File: src/rtl/memory_stream_scanner.sv
// Strided memory reader feeding a valid/ready stream through a small prefetch FIFO.
// Define MEMORY_STREAM_SCANNER_LOOP_EN to add loop_i (restart at base instead of finishing).
//
// state | meaning
// IDLE  | waiting for start_i
// SCAN  | issuing reads while the FIFO has credit
// DRAIN | all reads issued, waiting for FIFO and in-flight read to empty

module memory_stream_scanner #(
    parameter int DATA_W     = 32,
    parameter int ADDR_W     = 10,
    parameter int LEN_W      = 10,
    parameter int FIFO_DEPTH = 2
) (
    input  logic              clk_i,
    input  logic              rst_i,
    input  logic              clear_i,
    input  logic              start_i,
    input  logic [ADDR_W-1:0] base_i,
    input  logic [ADDR_W-1:0] stride_i,
    input  logic [LEN_W-1:0]  length_i,
`ifdef MEMORY_STREAM_SCANNER_LOOP_EN
    input  logic              loop_i,
`endif
    output logic [ADDR_W-1:0] addr_o,
    output logic              enable_o,
    input  logic [DATA_W-1:0] dataIn_i,
    output logic [DATA_W-1:0] data_o,
    output logic              valid_o,
    input  logic              ready_i,
    output logic              busy_o,
    output logic              done_o
);

    localparam int PTR_W = $clog2(FIFO_DEPTH);
    localparam int CNT_W = PTR_W + 1;
    localparam logic [ADDR_W-1:0] BYTES = ADDR_W'(DATA_W / 8);

    typedef enum logic [1:0] {
        IDLE,
        SCAN,
        DRAIN
    } state_t;

    state_t             state;
    logic [ADDR_W-1:0]  base_q;
    logic [ADDR_W-1:0]  stride_q;
    logic [LEN_W-1:0]   length_q;
    logic [LEN_W-1:0]   issued;
    logic               inflight;
    logic [DATA_W-1:0]  mem [FIFO_DEPTH];
    logic [PTR_W-1:0]   rd_ptr;
    logic [PTR_W-1:0]   wr_ptr;
    logic [CNT_W-1:0]   count;

    logic               push;
    logic               pop;
    logic               issue;
    logic               last_issue;
    logic               loop_req;
    logic [CNT_W:0]     credit;
    logic [ADDR_W-1:0]  step;

`ifdef MEMORY_STREAM_SCANNER_LOOP_EN
    assign loop_req = loop_i;
`else
    assign loop_req = 1'b0;
`endif

    // credit counts words that will occupy the FIFO after this edge
    always_comb begin
        valid_o    = (count != '0);
        data_o     = mem[rd_ptr];
        pop        = valid_o & ready_i;
        push       = inflight;
        credit     = (CNT_W+1)'(count) + (CNT_W+1)'(inflight) - (CNT_W+1)'(pop);
        enable_o   = (state == SCAN) && (credit < (CNT_W+1)'(FIFO_DEPTH));
        issue      = enable_o;
        last_issue = issue && (issued == length_q - LEN_W'(1));
        step       = stride_q * BYTES;
        busy_o     = (state != IDLE);
    end

    always_ff @(posedge clk_i or posedge rst_i) begin
        if (rst_i) begin
            state    <= IDLE;
            base_q   <= '0;
            stride_q <= '0;
            length_q <= '0;
            issued   <= '0;
            addr_o   <= '0;
            inflight <= 1'b0;
            rd_ptr   <= '0;
            wr_ptr   <= '0;
            count    <= '0;
            done_o   <= 1'b0;
            for (int i = 0; i < FIFO_DEPTH; i++) begin
                mem[i] <= '0;
            end
        end else if (clear_i) begin
            state    <= IDLE;
            issued   <= '0;
            inflight <= 1'b0;
            rd_ptr   <= '0;
            wr_ptr   <= '0;
            count    <= '0;
            done_o   <= 1'b0;
        end else begin
            done_o   <= 1'b0;
            inflight <= issue;
            if (push) begin
                mem[wr_ptr] <= dataIn_i;
                wr_ptr      <= wr_ptr + PTR_W'(1);
            end
            if (pop) begin
                rd_ptr <= rd_ptr + PTR_W'(1);
            end
            count <= count + CNT_W'(push) - CNT_W'(pop);

            case (state)
                IDLE: begin
                    if (start_i) begin
                        if (length_i != '0) begin
                            base_q   <= base_i;
                            stride_q <= stride_i;
                            length_q <= length_i;
                            addr_o   <= base_i;
                            issued   <= '0;
                            state    <= SCAN;
                        end else begin
                            done_o <= 1'b1;
                        end
                    end
                end
                SCAN: begin
                    if (last_issue) begin
                        if (loop_req) begin
                            addr_o <= base_q;
                            issued <= '0;
                        end else begin
                            addr_o <= addr_o + step;
                            issued <= issued + LEN_W'(1);
                            state  <= DRAIN;
                        end
                    end else if (issue) begin
                        addr_o <= addr_o + step;
                        issued <= issued + LEN_W'(1);
                    end
                end
                DRAIN: begin
                    if (credit == '0) begin
                        state  <= IDLE;
                        done_o <= 1'b1;
                    end
                end
                default: state <= IDLE;
            endcase
        end
    end

endmodule

File: config.mk
export PLATFORM = sky130hd
export DESIGN_NAME = memory_stream_scanner
export DESIGN_NICKNAME = d
export VERILOG_FILES = /design/src/rtl/memory_stream_scanner.sv
export SDC_FILE = /design/constraint.sdc
export NUM_CORES = 1
export LEC_CHECK = 0
export CAP_MARGIN = 25
export CORE_MARGIN = 2
export CORE_UTILIZATION = 50
export DETAILED_ROUTE_END_ITERATION = 6
export PLACE_DENSITY = 0.81
export SLEW_MARGIN = 10
export SYNTH_ARGS = -nofsm -noshare
export SYNTH_HDL_FRONTEND = slang
export SYNTH_SLANG_ARGS = --single-unit
File: constraint.sdc
create_clock -name clk_i -period 8 [get_ports clk_i]
set_clock_uncertainty 0.2 [all_clocks]
set_input_delay 2 -clock clk_i [delete_from_list [all_inputs] [get_ports clk_i]]
set_output_delay 2 -clock clk_i [all_outputs]
set_load 0.02 [all_outputs]
### Word-level counts from Yosys, hierarchy flattened

Index checks and enable logic that the tools add are counted.
Widths: inputs -> output; s select.

* output and inout port bits: 46
* memories: 0
* register bits: 110
* memory bits (read-only): 0
* bits in latches: 0
* RAM bits: 0
* input bits: 67
* word-level logic and storage cells: 91

* divide/modulo/power cells: 0
* muxes and demuxes: 34
* add/sub/neg operators: 9
* equal/unequal tests: 11
* order comparisons: 4
* shift operators: 0
* reductions and logical operators: 17
* bitwise gates (word level): 4
* multipliers: 0

Operators with widths (number)
* $mux 32: 4
* $mux 10: 9
* $bwmux 64: 1
* $pmux 10 s2: 2
* $demux 32 s1: 1
* $ne 3x3->1 const B: 5
* $mux 2: 6
* $reduce_and 4->1: 3
* $add 10x1->10 const B: 1
* $add 10x10->10: 1
* $eq 10x10->1: 1
* $reduce_bool 10->1: 1
* $reduce_bool 2->1: 5
* $sub 10x1->10 const B: 1
* $mux 1: 9
* $pmux 2 s3: 1
* $reduce_and 5->1: 1
* $ge 2x2->1 const B: 2
* $ne 2x2->1 const B: 2
* $ne 4x4->1 const B: 1
* $not 1->2: 2
* $add 2x1->3: 1
* $logic_and 1x1->1: 3
* $logic_not 3->1: 1
* other kinds (14): 15

### Logic depth before layout (Yosys ltp)

Gate-level depths: netlist (run 1).

* word-level depth: 9
* mapped depth: 14
* depth with buffers taken out: 13

### Worst setup path after synthesis (run 1)

Ideal clock, no wire load.

* kind: input port to output port
* start: in ready_i
* end: out enable_o
* stages: 8
* arrival time: 3.840 ns
* slack: 1.960 ns
* buffers on the path: 0
* required time: 5.800 ns
* cell sequence: and2_1 > ha_1 > inv_1 > ha_1 > inv_1 > fa_1 > xor2_1 > nor3b_1

* cells in the longest elaborated chain, start to end: 4

RTL lines
* start, declared: line 30 `input logic ready_i,`
* $and 1x1->1: line 74 `pop = valid_o & ready_i;`
* $sub 3x1->3: line 76 `credit = (CNT_W+1)'(count) + (CNT_W+1)'(inflight) - (CNT_W+1)'(pop);`
* $lt 3x2->1: line 77 `enable_o = (state == SCAN) && (credit < (CNT_W+1)'(FIFO_DEPTH));`
* $logic_and 1x1->1: line 77
* end, declared: line 26 `output logic enable_o,`

Every way passes these cells.

### Worst setup path in the final report (run 1)

Same ends and word-level chain as after synthesis.

==> results of run 1 <==
==> per-stage QoR <==
| stage | hold WS (ps) | power [mW] |
|---|---|---|
| after floorplan | 262 | 1.37 |
| after CTS | 301 | 2.07 |
| after global routing | 325 | 2.18 |
| final | 298 | 2.05 |
| after global placement | 269 | 1.70 |
| after detailed placement | 278 | 1.74 |
==> synthesized netlist by cell type, types with 4 or more instances <==
cell and instances:
nand2b_1 6, ha_1 11, nor3_1 13, clkbuf_1 18, dfrtp_1 110, xnor2_1 15
nor2b_1 5, o21ai_1 8, nor4_1 4, xor2_1 4, o21ai_0 9, nor2_1 28
nor3b_1 6, mux2_2 106, nand3_1 8, a21oi_1 14, nand2_1 22, mux2_1 8
inv_1 13, a31oi_1 5
==> power by group <==
group          switching [mW]  total [mW]  internal (mW)
registers              0.0900       0.792          0.702
logic                   0.433       0.930          0.497
clock network           0.180       0.327          0.147
==> per-layer routing <==
metal / up-vias / track usage [%] / share of wire (%)
met1: 1931 / 24.9 / 43
met5: - / 0 / 0
met2: 113 / 35.7 / 50
met4: 0 / 6.32 / 1.6
met3: 21 / 5.18 / 5.7
li1: 1829 / - / -
==> worst max-delay path by stage <==
| stage | endpoint | slack [ps] | cells after the start |
|---|---|---|---|
| after CTS | enable_o | 1190 | 11 |
| after global placement | enable_o | 1220 | 11 |
| final | enable_o | 1210 | 11 |
| after global routing | enable_o | 1020 | 11 |
| after floorplan | enable_o | 1960 | 8 |
| after detailed placement | enable_o | 1200 | 11 |
==> layout by cell type, fill, tap and decap left out, types with 9 or more instances in the layout <==
master	n
nand2_1	22
clkdlybuf4s50_1	110
o21ai_0	9
dfrtp_1	110
nor3_1	12
ha_1	11
xnor2_1	15
a21oi_1	14
nor2_1	28
inv_1	12
mux2_2	106
clkbuf_8	9
==> worst reg2reg max path: stages (launching register included) <==
cell and delay, ps:
dfrtp_1 430, or2_2 310, and2_1 190, ha_1 270, inv_1 50, ha_1 130
inv_1 50, fa_1 360, xor2_1 170, nor3b_1 210, buf_4 180, o21ba_1 510
o21ai_0 190, or3b_1 380
==> flip-flops by register name, indices dropped and copies added, names as in the netlist <==
register	count
state	2
addr_o	10
wr_ptr	1
mem	64
length_q	10
done_o	1
issued	10
stride_q	8
count	2
inflight	1
rd_ptr	1
==> kinds of logic (layout without fill, tap and decap cells) <==
kind of cell,after synthesis,count (layout),share of synthesized area (%)
XOR/XNOR,19,19,3.06
AND/OR/NAND/NOR,114,114,11.0
buffers and inverters,33,146,2.41
adder cells (fa/ha/maj),13,13,3.27
flip-flops,110,110,50.6
AO/OA/AOI/OAI,51,51,5.87
multiplexers,115,115,23.8
==> final cells by class <==
class / instances / area (sq um) / share of cell area (%)
sequential: 110 / 2750 / 40.0
multi-input combinational: 312 / 2570 / 37.3
timing repair buffer: 117 / 1150 / 16.8
tap: 140 / 175 / 2.55
clock buffer: 13 / 139 / 2.02
inverter: 13 / 51.3 / 0.745
clock inverter: 3 / 43.8 / 0.636
==> impl_metrics.toml, run 1 <==
[timing]
hold_violations = 0
rsz0062_at_grt = "false"
setup-tns-final_ps = 0
slew_headroom_pct = 47.6
fin_crit_sh_pct = 84.9
max_freq_mhz = 147
worstMarginPinSlew_ps = 780
maxSlewViolCount = 0
period_minus_slack_ps = 6790
setup_viol = 0
setup_ws_ps = 1210

[yosys]
synth.largest_area_cell = "dfrtp_1"
async_flop_share_pct = 100
ys_ff_latch = 110
synth.net_count = 535
synth_cell_types = 54
syn_avg_cell_area_sq_um = 12.0
synth_area_sq_um = 5440
synth_top_area_share_pct = 50.6
synth_edf_count = 0
yosys-top-cells-area = "dfrtp_1 51%, mux2_2 22%, ha_1 2.5%, xnor2_1 2.4%, nor2_1 1.9%"
yosys_warnings = 0
syn_inst = 455
synth_ff_type = "dfrtp_1"
synth-seq-area-share_pct = 50.6

[clock_network]
cts_tree = "yes"
worstSkewPairLatency_ps = 360
post_cts_resized = 0
cts_buffers = 9
clockRootBuffer = "clkbuf_8"
cts_sinks = 110
h-tree-depth = 3
holdBufCountCts = 0
path_clk_slew_ps = 90
cts_buffer_depth = 2
postCtsSetupBuffers = 0

[worst_setup_path]
crit_start = "ready_i"
path_class = "in2out"
worst_path_max_delay_cell = "clkdlybuf4s50_1"
setup.worst_path.end_class = "output port"
r2r_start = "count[1]"
worstPathRequired_ps = 5800
rrSetupSlack_ps = 4250
cp-start-kind = "primary input"
ff2ff_path_depth = 13
path_max_fanout = 4
worstPathCellList = "clkdlybuf4s50_1 -> and2_1 -> ha_1 -> inv_1 -> ha_1 -> inv_1 -> fa_1 -> xor2_1 -> nor3b_1 -> buf_4 -> clkdlybuf4s50_1"
path_delay_family = "buffers and inverters"
timing.rr.end = "addr_o[9]"
crit_buf_inv = 5
cpPeakStageDelay_ps = 610
worstPathArrival_ps = 4590

[final_layout]
layoutNonFillerInstCount = 708
antennaDiodeCount = 0
syn_to_final_growth_pct = 26.5
final_util_pct = 64.0
fill_cells = 827
nets = 643
drive_gt1_share_pct = 23.6
stdcell_area_sq_um = 6880

[detailed_routing]
drt_iter0_drc = 185
ant_nets = 0
wl_per_cell_um = 16.4
drc = 0
vias = 3894
wl_um = 11600
firstDrtPassIters = 4
via_per_inst = 5.50

[pwr]
p_per_area_nw_per_um2 = 298
p_leak_nw = 2.95
peakVddDrop_mv = 0.165

[run]
maxCapViolCount = 0

[placement]
dpl_cell_area_sq_um = 6700
port_buffers = 110
dp_hpwl_um = 8160
dp.cells = 692
pre_cts_ws_ps = 1200
gp_congestion = 0.871

[global_route]
grt_pass1_vias = 4004
grt_max_degree = 59
grt_usage_pct = 20.4
grt_pass1_wl_um = 18900
antenna_found_initial = 0
grt_overflow = 0

[floorplan]
start_util_pct = 50.6
design.core.area_sq_um = 10700
chipWidth_um = 108
dieArea_sq_um = 11700
rows = 38
die_h_um = 108
io_pins = 113

[status]
outcome = "complete, no violations"

[min_path]
holdPathStages = 1
holdPathEnd = "stride_q[6]"
hold_class = "reg2reg"
holdCritStartpoint = "stride_q[6]"
Power figures use the tool's default switching activity.
==> run 2: changes to the inputs <==
--- a/config.mk
+++ b/config.mk
@@ -7,9 +7,9 @@
 export LEC_CHECK = 0
 export CAP_MARGIN = 25
 export CORE_MARGIN = 2
-export CORE_UTILIZATION = 50
+export CORE_UTILIZATION = 47
 export DETAILED_ROUTE_END_ITERATION = 6
-export PLACE_DENSITY = 0.81
+export PLACE_DENSITY = 0.8
 export SLEW_MARGIN = 10
 export SYNTH_ARGS = -nofsm -noshare
 export SYNTH_HDL_FRONTEND = slang
==> constraint.sdc (replaced) <==
create_clock -name clk_i -period 5.45 [get_ports clk_i]
set_clock_uncertainty 0.2 [all_clocks]
set_input_delay 1.3625 -clock clk_i [delete_from_list [all_inputs] [get_ports clk_i]]
set_output_delay 1.3625 -clock clk_i [all_outputs]
set_load 0.02 [all_outputs]
==> run 2 against run 1 <==
Net effect: count of clock-buffer cells in the layout down 2; clock power increased by 91%; final area rose by 2.1%; global-route usage shrank 0.97 points; cell count increased by 1.1%; via count barely moved; critical path depth is the same; non-clock buffer count rose by 5; die area up 6.1%; combinational power grew 47%.
==> impl_metrics.toml, run 2 (synthesis gave the netlist of run 1 again) <==
[status]
outcome = "complete, no violations"

[timing]
setup_viol = 0
setup_ws_ps = 248
maxSlewViolCount = 0
worstMarginPinSlew_ps = 803
fin_crit_sh_pct = 95.4
slew_headroom_pct = 46.3
rsz0062_at_grt = "false"
hold_ws_ps = 291
hold_violations = 0
period_minus_slack_ps = 5200
max_freq_mhz = 192

[placement]
gp_congestion = 0.828
port_buffers = 110
dp.cells = 700
pre_cts_ws_ps = -0.520
dp_hpwl_um = 8600

[final_layout]
final_common_cell = "dfrtp_1"
fill_cells = 881
largest_register_ffs = 64
syn_to_final_growth_pct = 29.1
antennaDiodeCount = 0
drive_gt1_share_pct = 24.8
nets = 648
layoutNonFillerInstCount = 716
most-common-layout-cells = "110 x dfrtp_1, 109 x clkdlybuf4s50_1, 106 x mux2_2"
regMostFlops = "mem"

[worst_setup_path]
r2r_start = "count[1]"
crit_start = "ready_i"
timing.rr.end = "addr_o[9]"
worstPathRequired_ps = 3890
cpPeakStageDelay_ps = 460
cp-start-kind = "primary input"
setup.worst_path.end_class = "output port"
worstPathCellList = "clkdlybuf4s50_1 -> and2_1 -> ha_1 -> inv_1 -> ha_1 -> inv_1 -> fa_1 -> xor2_1 -> nor3b_1 -> buf_4 -> dlygate4sd2_1"
rrSetupSlack_ps = 1900
ff2ff_path_depth = 15
path_max_fanout = 2
worst_path_max_delay_cell = "clkdlybuf4s50_1"
path_class = "in2out"
worstPathArrival_ps = 3640

[pwr]
p_leak_nw = 3.02
p_per_area_nw_per_um2 = 452
power_mw = 3.18
peakVddDrop_mv = 0.308

[floorplan]
rows = 39
start_util_pct = 47.8
design.core.area_sq_um = 11400
die_h_um = 112
chipWidth_um = 112
dieArea_sq_um = 12500
io_pins = 113

[detailed_routing]
wl_um = 11800
via_per_inst = 5.44
ant_nets = 0
wl_per_cell_um = 16.5
drt_iter0_drc = 204
vias = 3896
firstDrtPassIters = 4
drc = 0

[clock_network]
path_clk_slew_ps = 70
clockRootBuffer = "clkbuf_16"
cts_sinks = 110
cts_tree = "yes"
h-tree-depth = 3
worstSkewPairLatency_ps = 350
cts_buffers = 9
cts_buffer_depth = 2

[min_path]
holdCritStartpoint = "stride_q[4]"
holdPathEnd = "stride_q[4]"
hold_class = "reg2reg"
holdPathStages = 1

[global_route]
grt_pass1_wl_um = 19600
grt_usage_pct = 19.5
grt_pass1_vias = 4076
grt_overflow = 0
grt_max_degree = 47
antenna_found_initial = 0

[run]
maxCapViolCount = 0
-- run 2: area by class of cell --
cell class	instances	area, sq um	share of cell area (%)
clock buffer	11	243	3.46
tap	143	179	2.55
sequential	110	2750	39.2
inverter	13	51.3	0.730
multi-input combinational	312	2570	36.5
clock inverter	5	41.3	0.588
timing repair buffer	122	1190	16.9
-- run 2: power breakdown --
part           switching (mW)  leakage [nW]  total, mW  internal [mW]
Clock                   0.297         0.133      0.624          0.327
Combinational           0.635          1.50       1.37          0.739
Sequential              0.147          1.39       1.18           1.03
Total                    1.08          3.02       3.18           2.10
-- run 2: how the worst max path moves through the flow --
| stage | slack (ps) | end | cells after the start |
|---|---|---|---|
| final | 250 | enable_o | 11 |
| after global routing | 80 | enable_o | 11 |
| after CTS | 240 | enable_o | 11 |
| after detailed placement | -0.5 | enable_o | 11 |
| after global placement | -5 | enable_o | 11 |
| after floorplan | 680 | enable_o | 8 |
-- run 2: per-stage QoR --
stage          TNS (ps)  area [sq um]  util [%]
2_1_floorplan         0          5440         -
3_3_place_gp      -5.48          6740      59.3
3_5_place_dp     -0.520          6740      59.3
4_1_cts               0          7020      61.8
5_1_grt               0          7020      61.8
6_report              0          7020      61.8
-- run 2: metal layers --
metal,up-vias,wire length (um),global-route usage (%)
li1,1843,-,-
met1,1940,5130,24.7
met2,93,6000,33.4
met3,20,440,4.63
met4,0,226,5.76
met5,-,0,0
-- run 2: critical path: cells and delay by family --
kind                       cells  cell delay, ps
adders and majority gates      3             720
buffers and inverters          5            1050
xor gates and xnor gates       1             160
and+or+nand+nor                2             340
-- run 2: repair_timing --
item	in CTS	in global routing
endpoints found under the setup margin	1	0
setup buffers	0	0
gates resized for setup	1	0
hold buffers	0	0
==> run 3: changes to the inputs <==
--- a/config.mk
+++ b/config.mk
@@ -7,9 +7,10 @@
 export LEC_CHECK = 0
 export CAP_MARGIN = 25
 export CORE_MARGIN = 2
-export CORE_UTILIZATION = 47
+export CORE_UTILIZATION = 50
 export DETAILED_ROUTE_END_ITERATION = 6
-export PLACE_DENSITY = 0.8
+export DONT_BUFFER_PORTS = 1
+export PLACE_DENSITY = 0.71
 export SLEW_MARGIN = 10
 export SYNTH_ARGS = -nofsm -noshare
 export SYNTH_HDL_FRONTEND = slang
==> run 3 against run 2 <==
Net effect: flip-flop and latch count unchanged; setup slack better by 690 ps; utilization down 7.8 points; count of clock-buffer cells in the layout is 1 higher; via count is 11% lower; first-iteration DRC count fell by 24%; hold slack better by 17 ps; critical path depth shrank 2.
==> impl_metrics.toml, run 3 (synthesis gave the netlist of run 1 again) <==
[timing]
setup-tns-final_ps = 0
maxSlewViolCount = 0
hold_violations = 0
max_freq_mhz = 222
setup_viol = 0
slew_headroom_pct = 47.1
period_minus_slack_ps = 4510
rsz0062_at_grt = "false"
fin_crit_sh_pct = 82.8
worstMarginPinSlew_ps = 787

[final_layout]
nets = 534
syn_to_final_growth_pct = 6.60
drive_gt1_share_pct = 29.9
most-common-layout-cells = "110 x dfrtp_1, 106 x mux2_2, 28 x nor2_1"
regMostFlops = "mem"
antennaDiodeCount = 0
layoutNonFillerInstCount = 598
largest_register_ffs = 64
final_common_cell = "dfrtp_1"

[run]
maxCapViolCount = 0

[clock_network]
cts_sinks = 110
holdBufCountCts = 0
cts_tree = "yes"
post_cts_resized = 0
clockRootBuffer = "clkbuf_8"
postCtsSetupBuffers = 0
cts_buffers = 9
h-tree-depth = 3
worstSkewPairLatency_ps = 370
path_clk_slew_ps = 100
cts_buffer_depth = 2

[pwr]
p_per_area_nw_per_um2 = 453
p_clk_share_pct = 17.5
p_int_mw = 1.65
power_mw = 2.63
p_leak_nw = 2.54
swShare_pct = 37.2
peakVddDrop_mv = 0.208
p_seq_share_pct = 45.8
combPwrFrac_pct = 36.7
p_switching_uw = 978

[status]
outcome = "complete, no violations"

[floorplan]
chipWidth_um = 108
io_pins = 113
design.core.area_sq_um = 10700
rows = 38
dieArea_sq_um = 11700
die_h_um = 108
start_util_pct = 50.6

[placement]
gp_congestion = 0.803
dp.cells = 582
dp_hpwl_um = 7290
port_buffers = 0

[worst_setup_path]
worstPathRequired_ps = 3890
crit_buf_inv = 3
path_delay_family = "adder cells"
worstPathArrival_ps = 2950
setup.worst_path.end_class = "output port"
path_max_fanout = 4
cp-start-kind = "primary input"
cpPeakStageDelay_ps = 370
worstPathCellList = "and2_1 -> ha_1 -> inv_1 -> ha_1 -> inv_1 -> fa_1 -> xor2_1 -> nor3b_1 -> buf_4"
path_class = "in2out"
worst_path_max_delay_cell = "fa_1"

[global_route]
grt_usage_pct = 18.5
antenna_found_initial = 0
grt_overflow = 0
grt_max_degree = 78
grt_pass1_wl_um = 17000
grt_pass1_vias = 3614

[detailed_routing]
vias = 3462
ant_nets = 0
via_per_inst = 5.79
wl_um = 10400
drt_iter0_drc = 156
drc = 0
firstDrtPassIters = 4
wl_per_cell_um = 17.3

[min_path]
hold_class = "reg2reg"
-- run 3: changes by cell type in the layout (fill, tap and decap cells not counted), moves of 2 or more --
cell,delta
buf_4,-5
clkbuf_16,-9
clkbuf_8,+10
clkdlybuf4s50_1,-109
clkinv_2,+2
clkinvlp_4,-2
-- run 3: worst register-to-register path: cells and delay by family (launching register included) --
family                     cells  cell delay [ps]
xor gates and xnor gates       1              160
buffers and inverters          3              310
and+or+nand+nor                4             1170
adders and majority gates      3              770
DFF                            1              420
AOI/OAI and AO/OA              2              660
-- run 3: cell type report --
type	count	area, sq um
multi-input cells	312	2570
clock inverters	3	18.8
well taps	140	175
clock buffers	12	155
inverters	13	51.3
flip-flops and latches	110	2750
repair buffers	8	80.1
fillers	944	4950
-- run 3: stage by stage --
stage / setup WS (ps) / utilization, % / instance area (sq um) / hold slack [ps]
after CTS: 923 / 53.7 / 5770 / 312
final: 936 / 54.0 / 5800 / 309
after detailed placement: 924 / 52.1 / 5600 / 288
after floorplan: 685 / - / 5440 / 262
after global placement: 932 / 52.1 / 5600 / 276
after global routing: 807 / 54.0 / 5800 / 323
-- run 3: final timing paths --
kind                              from          end  slack [ps]  depth (start not counted)
max                            ready_i     enable_o         940                          9
min                        stride_q[6]  stride_q[6]         310                          1
min in group asynchronous        rst_i       mem[4]         560                          1
max in group asynchronous        rst_i  length_q[6]        3440                          3
max reg2reg                   count[1]    addr_o[9]        1650                         13
min reg2reg                stride_q[6]  stride_q[6]         310                          1
-- run 3: power groups by stage --
stage / combinational, mW / clock [mW] / sequential [mW]
after floorplan: 0.840 / 0 / 1.18
after global placement: 0.941 / 0 / 1.21
after detailed placement: 0.968 / 0 / 1.22
after CTS: 0.972 / 0.475 / 1.21
after global routing: 1.06 / 0.512 / 1.24
final: 0.965 / 0.459 / 1.20
-- run 3: metal layers --
layer / global-route usage, % / vias up / part of all wire (%)
met5: 0 / - / 0
met4: 4.58 / 0 / 1.2
met3: 6.75 / 12 / 7.5
met2: 32.5 / 92 / 49
met1: 21.5 / 1737 / 42
li1: - / 1621 / -
